==> src/rtl/mem_bus_pkg.sv <==
// Shared encodings for the on-chip memory bus arbiter.
package mem_bus_pkg;

  typedef enum logic [1:0] {
    ST_IDLE   = 2'd0,
    ST_GNT_IF = 2'd1,
    ST_GNT_DM = 2'd2
  } arb_state_e;

  // Access size/sign codes (funct3 encoding)
  localparam logic [2:0] SZ_B  = 3'b000;
  localparam logic [2:0] SZ_H  = 3'b001;
  localparam logic [2:0] SZ_W  = 3'b010;
  localparam logic [2:0] SZ_D  = 3'b011;
  localparam logic [2:0] SZ_BU = 3'b100;
  localparam logic [2:0] SZ_HU = 3'b101;
  localparam logic [2:0] SZ_WU = 3'b110;

  // Instruction fetch always moves a full doubleword
  localparam logic [2:0] IF_FETCH_SIZE = SZ_D;

endpackage

==> src/rtl/mem_bus_arbiter_sat_counter.sv <==
// Saturating up-counter with synchronous clear (clear wins over increment).
module arb_sat_counter
  import mem_bus_pkg::*;
#(
  parameter int unsigned CNT_W = 5,
  parameter int unsigned LIMIT = 31
) (
  input  logic             CLK,
  input  logic             RESET,
  input  logic             clr,
  input  logic             inc,
  output logic [CNT_W-1:0] cnt
);

  localparam logic [CNT_W-1:0] LIMIT_C = CNT_W'(LIMIT);

  logic [CNT_W-1:0] cnt_q;
  logic [CNT_W-1:0] cnt_d;

  // Next count: clear, else step until the limit is reached
  always_comb begin
    cnt_d = cnt_q;
    if (clr) begin
      cnt_d = '0;
    end else if (inc && (cnt_q < LIMIT_C)) begin
      cnt_d = cnt_q + CNT_W'(1);
    end
  end

  // Count register
  always_ff @(posedge CLK or negedge RESET) begin
    if (!RESET) begin
      cnt_q <= '0;
    end else begin
      cnt_q <= cnt_d;
    end
  end

  assign cnt = cnt_q;

endmodule

==> src/rtl/mem_bus_arbiter.sv <==
// Two-master (fetch, data) arbiter and sequencer for the shared ROM/RAM bus.
module mem_bus_arbiter
  import mem_bus_pkg::*;
#(
  parameter int unsigned ADDR_W       = 64,
  parameter int unsigned DATA_W       = 64,
  parameter int unsigned STARVE_LIMIT = 4,
  parameter int unsigned TIMEOUT      = 16,
  parameter int unsigned CNT_W        = 5
) (
  input  logic              CLK,
  input  logic              RESET,
  input  logic              if_req,
  input  logic [ADDR_W-1:0] if_addr,
  output logic              if_ack,
  output logic [DATA_W-1:0] if_rdata,
  input  logic              dm_req,
  input  logic              dm_write,
  input  logic [2:0]        dm_size,
  input  logic [ADDR_W-1:0] dm_addr,
  input  logic [DATA_W-1:0] dm_wdata,
  output logic              dm_ack,
  output logic [DATA_W-1:0] dm_rdata,
  output logic              bus_valid,
  output logic [ADDR_W-1:0] bus_addr,
  output logic              bus_write,
  output logic [2:0]        bus_size,
  output logic [DATA_W-1:0] bus_wdata,
  input  logic [DATA_W-1:0] bus_rdata,
  input  logic              bus_ready,
  output logic              bus_err,
  output logic              stall
);

  localparam bit               TO_EN       = (TIMEOUT != 0);
  localparam logic [CNT_W-1:0] TO_LAST     = CNT_W'((TIMEOUT == 0) ? 0 : TIMEOUT - 1);
  localparam logic [CNT_W-1:0] STARVE_MAX  = CNT_W'(STARVE_LIMIT);
  localparam int unsigned      WAIT_LIMIT  = (2 ** CNT_W) - 1;

  arb_state_e        state_q,     state_d;
  logic              bus_valid_q, bus_valid_d;
  logic              bus_write_q, bus_write_d;
  logic [ADDR_W-1:0] bus_addr_q,  bus_addr_d;
  logic [2:0]        bus_size_q,  bus_size_d;
  logic [DATA_W-1:0] bus_wdata_q, bus_wdata_d;

  logic [CNT_W-1:0]  starve_cnt;
  logic [CNT_W-1:0]  wait_cnt;
  logic              granted;
  logic              timeout_hit;
  logic              xfer_done;
  logic              starve_clr;
  logic              starve_inc;
  logic              wait_clr;
  logic              wait_inc;

  // Transfer completion: slave ready, or the wait budget is exhausted
  always_comb begin
    granted     = (state_q != ST_IDLE);
    timeout_hit = TO_EN && granted && !bus_ready && (wait_cnt == TO_LAST);
    xfer_done   = granted && (bus_ready || timeout_hit);
  end

  // Grant decision and address/data latching
  always_comb begin
    state_d     = state_q;
    bus_valid_d = bus_valid_q;
    bus_write_d = bus_write_q;
    bus_addr_d  = bus_addr_q;
    bus_size_d  = bus_size_q;
    bus_wdata_d = bus_wdata_q;
    case (state_q)
      ST_IDLE: begin
        if (dm_req && !(if_req && (starve_cnt >= STARVE_MAX))) begin
          state_d     = ST_GNT_DM;
          bus_valid_d = 1'b1;
          bus_write_d = dm_write;
          bus_addr_d  = dm_addr;
          bus_size_d  = dm_size;
          bus_wdata_d = dm_wdata;
        end else if (if_req) begin
          state_d     = ST_GNT_IF;
          bus_valid_d = 1'b1;
          bus_write_d = 1'b0;
          bus_addr_d  = if_addr;
          bus_size_d  = IF_FETCH_SIZE;
          bus_wdata_d = '0;
        end
      end
      ST_GNT_IF, ST_GNT_DM: begin
        if (xfer_done) begin
          state_d     = ST_IDLE;
          bus_valid_d = 1'b0;
          bus_write_d = 1'b0;
        end
      end
      default: begin
        state_d     = ST_IDLE;
        bus_valid_d = 1'b0;
        bus_write_d = 1'b0;
      end
    endcase
  end

  // State and latched bus copies
  always_ff @(posedge CLK or negedge RESET) begin
    if (!RESET) begin
      state_q     <= ST_IDLE;
      bus_valid_q <= 1'b0;
      bus_write_q <= 1'b0;
      bus_addr_q  <= '0;
      bus_size_q  <= '0;
      bus_wdata_q <= '0;
    end else begin
      state_q     <= state_d;
      bus_valid_q <= bus_valid_d;
      bus_write_q <= bus_write_d;
      bus_addr_q  <= bus_addr_d;
      bus_size_q  <= bus_size_d;
      bus_wdata_q <= bus_wdata_d;
    end
  end

  // Counter controls: fetch starvation and granted wait cycles
  always_comb begin
    starve_clr = !if_req || ((state_q == ST_IDLE) && (state_d == ST_GNT_IF));
    starve_inc = if_req && (state_q != ST_GNT_IF);
    wait_clr   = (state_q == ST_IDLE);
    wait_inc   = granted && !bus_ready;
  end

  arb_sat_counter #(
    .CNT_W (CNT_W),
    .LIMIT (STARVE_LIMIT)
  ) u_starve_cnt (
    .CLK   (CLK),
    .RESET (RESET),
    .clr   (starve_clr),
    .inc   (starve_inc),
    .cnt   (starve_cnt)
  );

  arb_sat_counter #(
    .CNT_W (CNT_W),
    .LIMIT (WAIT_LIMIT)
  ) u_wait_cnt (
    .CLK   (CLK),
    .RESET (RESET),
    .clr   (wait_clr),
    .inc   (wait_inc),
    .cnt   (wait_cnt)
  );

  // Same-cycle acknowledge and read-data return; aborted transfers return zero
  always_comb begin
    if_ack   = (state_q == ST_GNT_IF) && xfer_done;
    dm_ack   = (state_q == ST_GNT_DM) && xfer_done;
    bus_err  = timeout_hit;
    if_rdata = (if_ack && bus_ready) ? bus_rdata : '0;
    dm_rdata = (dm_ack && bus_ready) ? bus_rdata : '0;
    stall    = (if_req && !if_ack) || (dm_req && !dm_ack);
  end

  assign bus_valid = bus_valid_q;
  assign bus_write = bus_write_q;
  assign bus_addr  = bus_addr_q;
  assign bus_size  = bus_size_q;
  assign bus_wdata = bus_wdata_q;

endmodule

==> config.mk <==
export PLATFORM = sky130hd
export DESIGN_NAME = mem_bus_arbiter
export DESIGN_NICKNAME = d
export VERILOG_FILES = /design/src/rtl/mem_bus_pkg.sv /design/src/rtl/mem_bus_arbiter_sat_counter.sv /design/src/rtl/mem_bus_arbiter.sv
export SDC_FILE = /design/constraint.sdc
export NUM_CORES = 1
export LEC_CHECK = 0
export ABC_CLOCK_PERIOD_IN_PS = 2500
export BUFFER_PORTS_ARGS = -buffer_cell sky130_fd_sc_hd__buf_2
export CELL_PAD_IN_SITES_DETAIL_PLACEMENT = 0
export CELL_PAD_IN_SITES_GLOBAL_PLACEMENT = 1
export CORE_AREA = 2 2 204 206
export DETAILED_ROUTE_END_ITERATION = 10
export DIE_AREA = 0 0 206 208
export PLACE_DENSITY = 0.54
export RECOVER_POWER = 50
export SYNTH_ARGS = -nofsm -noshare
export SYNTH_HDL_FRONTEND = slang
export SYNTH_SLANG_ARGS = --single-unit
==> constraint.sdc <==
create_clock -name CLK -period 2.5 [get_ports CLK]
set_clock_uncertainty 0.1 [all_clocks]
set_input_delay 0.5 -clock CLK [delete_from_list [all_inputs] [get_ports CLK]]
set_output_delay 0.5 -clock CLK [all_outputs]
set_load 0.02 [all_outputs]
==> flow_metrics.env, run 1 <==
export IMPL_outcome="complete, but fails checks"
export IMPL_violations="setup timing"
export IMPL_first_iter_violations=611
export IMPL_ant_nets=0
export IMPL_grt_antenna_before_repair=8
export IMPL_synthCells=881
export IMPL_crit_buf_inv=5
export IMPL_vias=8544
export IMPL_synth_fp_nets=1154
export IMPL_path_class="register to primary output"
export IMPL_grt_first_pass_wirelength_mm=52.8
export IMPL_slowest_stage="dfrtp_1"
export IMPL_drv_slew=0
export IMPL_muxShareOfSynthArea_pct=0.135
export IMPL_async_flop_share_pct=100
export IMPL_drcViolationCount=0
export IMPL_die_height_um=208
export IMPL_track_usage_pct=16.4
export IMPL_grt_pass1_vias=8472
export IMPL_wl_per_cell_um=19.4
export IMPL_path_max_fanout=16
export IMPL_rows=74
export IMPL_crit_path_frequent_cell="buf_6"
export IMPL_syn_area_mm2=0.00744
export IMPL_synthMostInstantiatedCell="dfrtp_1"
export IMPL_overflow=0
export IMPL_cts_buffers=17
export IMPL_area_delta_synth_final_pct=69.4
export IMPL_synth_top_family_by_area="simple AND/OR/NAND/NOR gates"
export IMPL_critical_path_cell_chain="inv_1 -> ha_4 -> buf_6 -> nor3b_4 -> buf_6 -> clkbuf_16 -> and2_1 -> buf_6"
export IMPL_leakage_nw=6.23
export IMPL_crit_family="buffers and inverters"
export IMPL_clkSinkCount=145
export IMPL_hold_path_class="input pin to register"
export IMPL_layout_drive_gt1_share_pct=49.8
export IMPL_gp_congestion=0.788
export IMPL_drt_total_wl_mm=37.8
export IMPL_avgSynthCellArea_um2=8.44
export IMPL_maxCapViolCount=0
export IMPL_place_ws_ns=0.150
export IMPL_fillers=4410
export IMPL_htreeDepth=4
export IMPL_ir_worst_vdd_mv=0.402
export IMPL_setup_violations=115
export IMPL_die_area_mm2=0.0428
export IMPL_synth_edf_count=0
export IMPL_seq_area_frac_synth_pct=48.8
export IMPL_clock_fmax_mhz=373
export IMPL_power_per_cell_area_mw_per_mm2=1060
export IMPL_crit_path_end_kind="primary output"
export IMPL_worstMarginPinSlew_ns=1.38
export IMPL_io_buffers=529
export IMPL_first_pass_iters=4
export IMPL_yosysTopAreaCell="dfrtp_1"
export IMPL_clockBufferDepth=2
export IMPL_fin_crit_sh_pct=107
export IMPL_fin_hold_ws_ns=0.182
export IMPL_worst_ep_arrival_time_ns=2.08
export IMPL_synthSimpleGateAreaFrac_pct=27.3
export IMPL_max_slew_margin_rel_pct=7.81
export IMPL_grt_max_degree=89
export IMPL_synth_top_flop_cell="dfrtp_1"
export IMPL_utilization_pct=31.1
export IMPL_yosysUniqueCellTypes=44
export IMPL_die_x_um=206
export IMPL_cp_required_ns=1.90
export IMPL_rsz0062_at_grt="yes"
export IMPL_synthTopCellsByArea="dfrtp_1 49%, and2_1 11%, o21ai_0 7.2%, nand2_1 6.7%, a31oi_1 5.6%"
export IMPL_fin_crit_ns=2.68
export IMPL_synth_adder_area_share_pct=1.35
export IMPL_synth_top_cell_area_share_pct=48.8
export IMPL_cp_start_kind="register"
export IMPL_synth_common_cells="145 x dfrtp_1, 132 x nand2_1, 131 x and2_1"
export IMPL_nets=1677
export IMPL_viasPerCell=4.37
export IMPL_start_util_pct=18.3
export IMPL_cts_tree="done"
export IMPL_clkLatencyLatePin_ns=0.44
export IMPL_cts_root_buf="clkbuf_16"
export IMPL_coreArea_mm2=0.0406
export IMPL_slowest_delay_ns=0.36
export IMPL_dp_hpwl_mm=26.3
export IMPL_cts_clk_slew_worst_paths_ns=0.07
export IMPL_synth_seq_cells=145
export IMPL_synth_xor_area_share_pct=0.118
export IMPL_hold_viol=0
export IMPL_synth_compound_area_share_pct=16.9
export IMPL_postLayoutSetupSlackWorst_ns=-0.178
export IMPL_ios=530
export IMPL_yosys_warnings=0
-- cell type report --
cell class | instances | area [um2] | share of cell area (%)
Clock inverter | 11 | 105 | 0.834
Antenna cell | 5 | 12.5 | 0.0993
Tap cell | 532 | 666 | 5.28
Sequential cell | 145 | 3630 | 28.8
Inverter | 8 | 30.0 | 0.238
Clock buffer | 20 | 457 | 3.62
Multi-Input combinational cell | 648 | 3710 | 29.4
Timing Repair Buffer | 584 | 3990 | 31.7
-- timing repair --
action / in CTS / in global routing
setup endpoints to repair: 132 / 132
hold endpoints to repair: 43 / 0
hold buffers: 1 / 0
cloned: 4 / 6
resized for setup: 176 / 148
setup buffers: 14 / 8
pin swaps: 5 / 73
-- flip-flops by register name (all words and copies together) (netlist names) --
| register | flops |
|---|---|
| bus_wdata | 64 |
| state_q | 2 |
| u_wait_cnt.cnt | 5 |
| bus_addr | 64 |
| bus_size | 3 |
| bus_write | 1 |
| u_starve_cnt.cnt | 5 |
| bus_valid | 1 |
-- power breakdown --
group	switching (mW)	leakage, nW	internal (mW)
clock network	1.10	0.277	1.42
logic	4.30	4.18	2.54
registers	0.534	1.77	3.45
total	5.94	6.23	7.41
-- placed cells by master (no fill, tap or decap), drive strengths merged, types with 2 or more instances in the layout --
cell / n
a31oi: 66
a211oi: 2
a32o: 2
a21oi: 6
ha: 8
clkinv: 6
buf: 577
inv: 11
nand2: 132
o31ai: 2
and2: 131
diode: 5
nor2: 75
and3: 4
nor2b: 2
o21a: 3
clkbuf: 26
nand3: 65
dfrtp: 145
nor3b: 3
o21ai: 130
-- layer usage --
| layer | track usage (%) | vias to the layer above | wire, um |
|---|---|---|---|
| met5 | 0 | - | 24 |
| met4 | 7.12 | 4 | 1430 |
| met3 | 3.84 | 67 | 2560 |
| met2 | 30.2 | 368 | 20000 |
| met1 | 17.7 | 4067 | 13800 |
| li1 | - | 4038 | - |
-- worst min-delay path, stage by stage --
cell	delay [ns]
buf_2	0.09
nand2_1	0.05
o21ai_1	0.05
-- metrics by stage --
stage / power (mW) / area [um2] / instances / TNS, ns
2_1_floorplan: 7.78 / 7440 / 881 / 0
3_3_place_gp: 10.2 / 10700 / 1887 / 0
3_5_place_dp: 10.3 / 10700 / 1887 / 0
4_1_cts: 13.3 / 12000 / 1937 / -11.86
5_1_grt: 14.3 / 12600 / 1953 / -21.30
6_report: 13.4 / 12600 / 1953 / -8.48
-- worst paths after layout --
path | start | slack (ns) | endpoint | depth (start not counted)
worst max-delay path | state_q[0] | -0.18 | dm_rdata[32] | 8
worst min-delay path | dm_wdata[36] | 0.18 | bus_wdata[36] | 3
worst max register to register | state_q[0] | 0.41 | bus_addr[40] | 8
worst min register to register | bus_wdata[6] | 0.37 | bus_wdata[6] | 2
max in group asynchronous | RESET | 0.44 | bus_addr[51] | 3
min in group asynchronous | RESET | 0.82 | bus_wdata[34] | 2
-- kinds of logic after synthesis --
| group | count (synthesis) |
|---|---|
| muxes | 1 |
| adders and majority gates | 8 |
| and+or+nand+nor | 417 |
| xor gates and xnor gates | 1 |
| AOI/OAI and AO/OA | 221 |
| buffers and inverters | 88 |
| DFF | 145 |
No activity file was read; power rests on OpenSTA's default activity.
==> run 2: changes to the inputs <==
CORE_AREA = 2 2 206 208   (was 2 2 204 206)
CTS_BUF_LIST = sky130_fd_sc_hd__clkbuf_8   (was unset)
DIE_AREA = 0 0 208 210   (was 0 0 206 208)
PLACE_DENSITY = 0.53   (was 0.54)
==> flow_metrics.env, run 2 (synthesized netlist as in run 1, its figures left out) <==
export IMPL_outcome="complete, but fails checks"
export IMPL_violations="setup timing"
export IMPL_clockBufferDepth=2
export IMPL_drv_slew=0
export IMPL_worst_ep_arrival_time_ns=2.09
export IMPL_crit_path_frequent_cell="buf_12"
export IMPL_max_slew_margin_rel_pct=29.8
export IMPL_clkLatencyLatePin_ns=0.48
export IMPL_cp_start_kind="register"
export IMPL_regToRegEndpoint="bus_addr[0]"
export IMPL_slowest_delay_ns=0.46
export IMPL_rsz0062_at_grt="yes"
export IMPL_htreeDepth=4
export IMPL_wl_per_cell_um=19.6
export IMPL_nets=1673
export IMPL_final_seq_area_mm2=0.00363
export IMPL_mostFrequentLayoutCells="396 x buf_2, 144 x dfrtp_1, 131 x nand2_1"
export IMPL_postLayoutSetupSlackWorst_ns=-0.185
export IMPL_die_area_mm2=0.0437
export IMPL_ant_nets=0
export IMPL_setup_violations=131
export IMPL_grt_max_degree=73
export IMPL_utilization_pct=30.4
export IMPL_place_ws_ns=0.114
export IMPL_grt_pass1_vias=8458
export IMPL_hold_viol=0
export IMPL_critical_path_cell_chain="inv_4 -> ha_4 -> nor3b_4 -> buf_12 -> buf_12 -> clkbuf_16 -> and2_4 -> buf_6"
export IMPL_reg2reg_setup_slack_ns=0.46
export IMPL_fin_crit_ns=2.69
export IMPL_vias=8431
export IMPL_layout_drive_gt1_share_pct=51.5
export IMPL_crit_path_end_kind="primary output"
export IMPL_final_common_cell="buf_2"
export IMPL_io_buffers=529
export IMPL_maxCapViolCount=0
export IMPL_fillers=4483
export IMPL_worstMarginPinSlew_ns=1.05
export IMPL_area_delta_synth_final_pct=69.7
export IMPL_reg2reg_depth=8
export IMPL_track_usage_pct=16.4
export IMPL_ios=530
export IMPL_clkSinkCount=145
export IMPL_overflow=0
export IMPL_fin_crit_sh_pct=107
export IMPL_power_per_cell_area_mw_per_mm2=1020
export IMPL_grt_first_pass_wirelength_mm=53.8
export IMPL_die_x_um=208
export IMPL_gp_congestion=0.821
export IMPL_leakage_nw=6.21
export IMPL_start_util_pct=17.9
export IMPL_slowest_stage="dfrtp_2"
export IMPL_clock_fmax_mhz=372
export IMPL_dp_hpwl_mm=27.1
export IMPL_path_class="register to primary output"
export IMPL_first_iter_violations=479
export IMPL_drcViolationCount=0
export IMPL_hold_path_cell_count=3
export IMPL_path_max_fanout=8
export IMPL_first_pass_iters=5
export IMPL_multi_input_area_mm2=0.00378
export IMPL_drt_total_wl_mm=38.2
export IMPL_ir_worst_vdd_mv=0.396
export IMPL_cts_root_buf="clkbuf_8"
export IMPL_min_from="dm_wdata[38]"
export IMPL_cts_buffers=17
export IMPL_rows=75
export IMPL_cts_tree="done"
export IMPL_cp_required_ns=1.90
export IMPL_cts_clk_slew_worst_paths_ns=0.09
export IMPL_r2r_start="state_q[0]"
export IMPL_grt_antenna_before_repair=5
export IMPL_viasPerCell=4.32
export IMPL_hold_end="bus_wdata[38]"
export IMPL_hold_path_class="input pin to register"
export IMPL_die_height_um=210
export IMPL_coreArea_mm2=0.0415
[run 2: cell count changes in the layout (fill, tap and decap cells not counted), moves of 14 or more]
cell / previous run / this run
and2_1: 57 / 32
and2_4: 74 / 99
buf_4: 73 / 48
clkbuf_16: 21 / 3
clkbuf_8: 2 / 17
buf_6: 93 / 107
[run 2: power by group]
| part | internal [mW] | switching [mW] | total (mW) |
|---|---|---|---|
| Combinational | 2.64 | 4.27 | 6.91 |
| Sequential | 3.44 | 0.571 | 4.01 |
| Clock | 0.983 | 1.01 | 1.99 |
[run 2: worst max path at each step]
stage / from / end / slack (ns)
detailed placement: u_wait_cnt.cnt[0] / stall / 0.11
global placement: u_wait_cnt.cnt[0] / stall / 0.07
CTS: u_wait_cnt.cnt[1] / stall / -0.26
floorplan: u_wait_cnt.cnt[0] / stall / 0.07
finish: state_q[0] / if_rdata[36] / -0.19
global route: state_q[0] / if_rdata[28] / -0.32
[run 2: layout make-up]
| type | count | share of cell area, % |
|---|---|---|
| diodes | 1 | 0.0198 |
| clock buffers | 17 | 1.85 |
| clock inverters | 15 | 1.35 |
| inverters | 8 | 0.258 |
| multi-input cells | 648 | 30.0 |
| flip-flops and latches | 145 | 28.8 |
| well taps | 539 | 5.34 |
| repair buffers | 580 | 32.4 |
[run 2: per-stage QoR]
stage	area (um2)	instances	power [mW]	hold WS, ns	setup TNS (ns)
finish	12600	1953	12.9	0.133	-16.96
global route	12600	1953	13.8	0.0953	-32.79
detailed placement	10800	1897	10.4	0.363	0
floorplan	7440	881	7.78	0.104	0
CTS	12100	1942	12.8	0.0802	-27.27
global placement	10800	1897	10.3	0.353	0
[run 2: worst max-delay path: cells and delay by family (launching register included)]
| family | cells | cell delay, ns |
|---|---|---|
| buffers and inverters | 5 | 0.61 |
| flip-flops | 1 | 0.46 |
| AND/OR/NAND/NOR | 2 | 0.34 |
| adder cells (fa/ha/maj) | 1 | 0.18 |
[run 2: what timing repair did]
item,4_1_cts,5_1_grt
cloned,5,5
pin swaps,19,62
endpoints found under the setup margin,132,132
hold buffers,1,0
buffers inserted,7,7
hold endpoints to repair,34,0
gates resized for setup,217,151
[run 2: metal layers]
metal	GRT usage (%)	vias up	share of wire, %
met3	3.78	56	5.9
met2	31.2	350	55
met5	0	-	0.058
met4	6.02	4	2.8
met1	17.7	4001	37
li1	-	4020	-
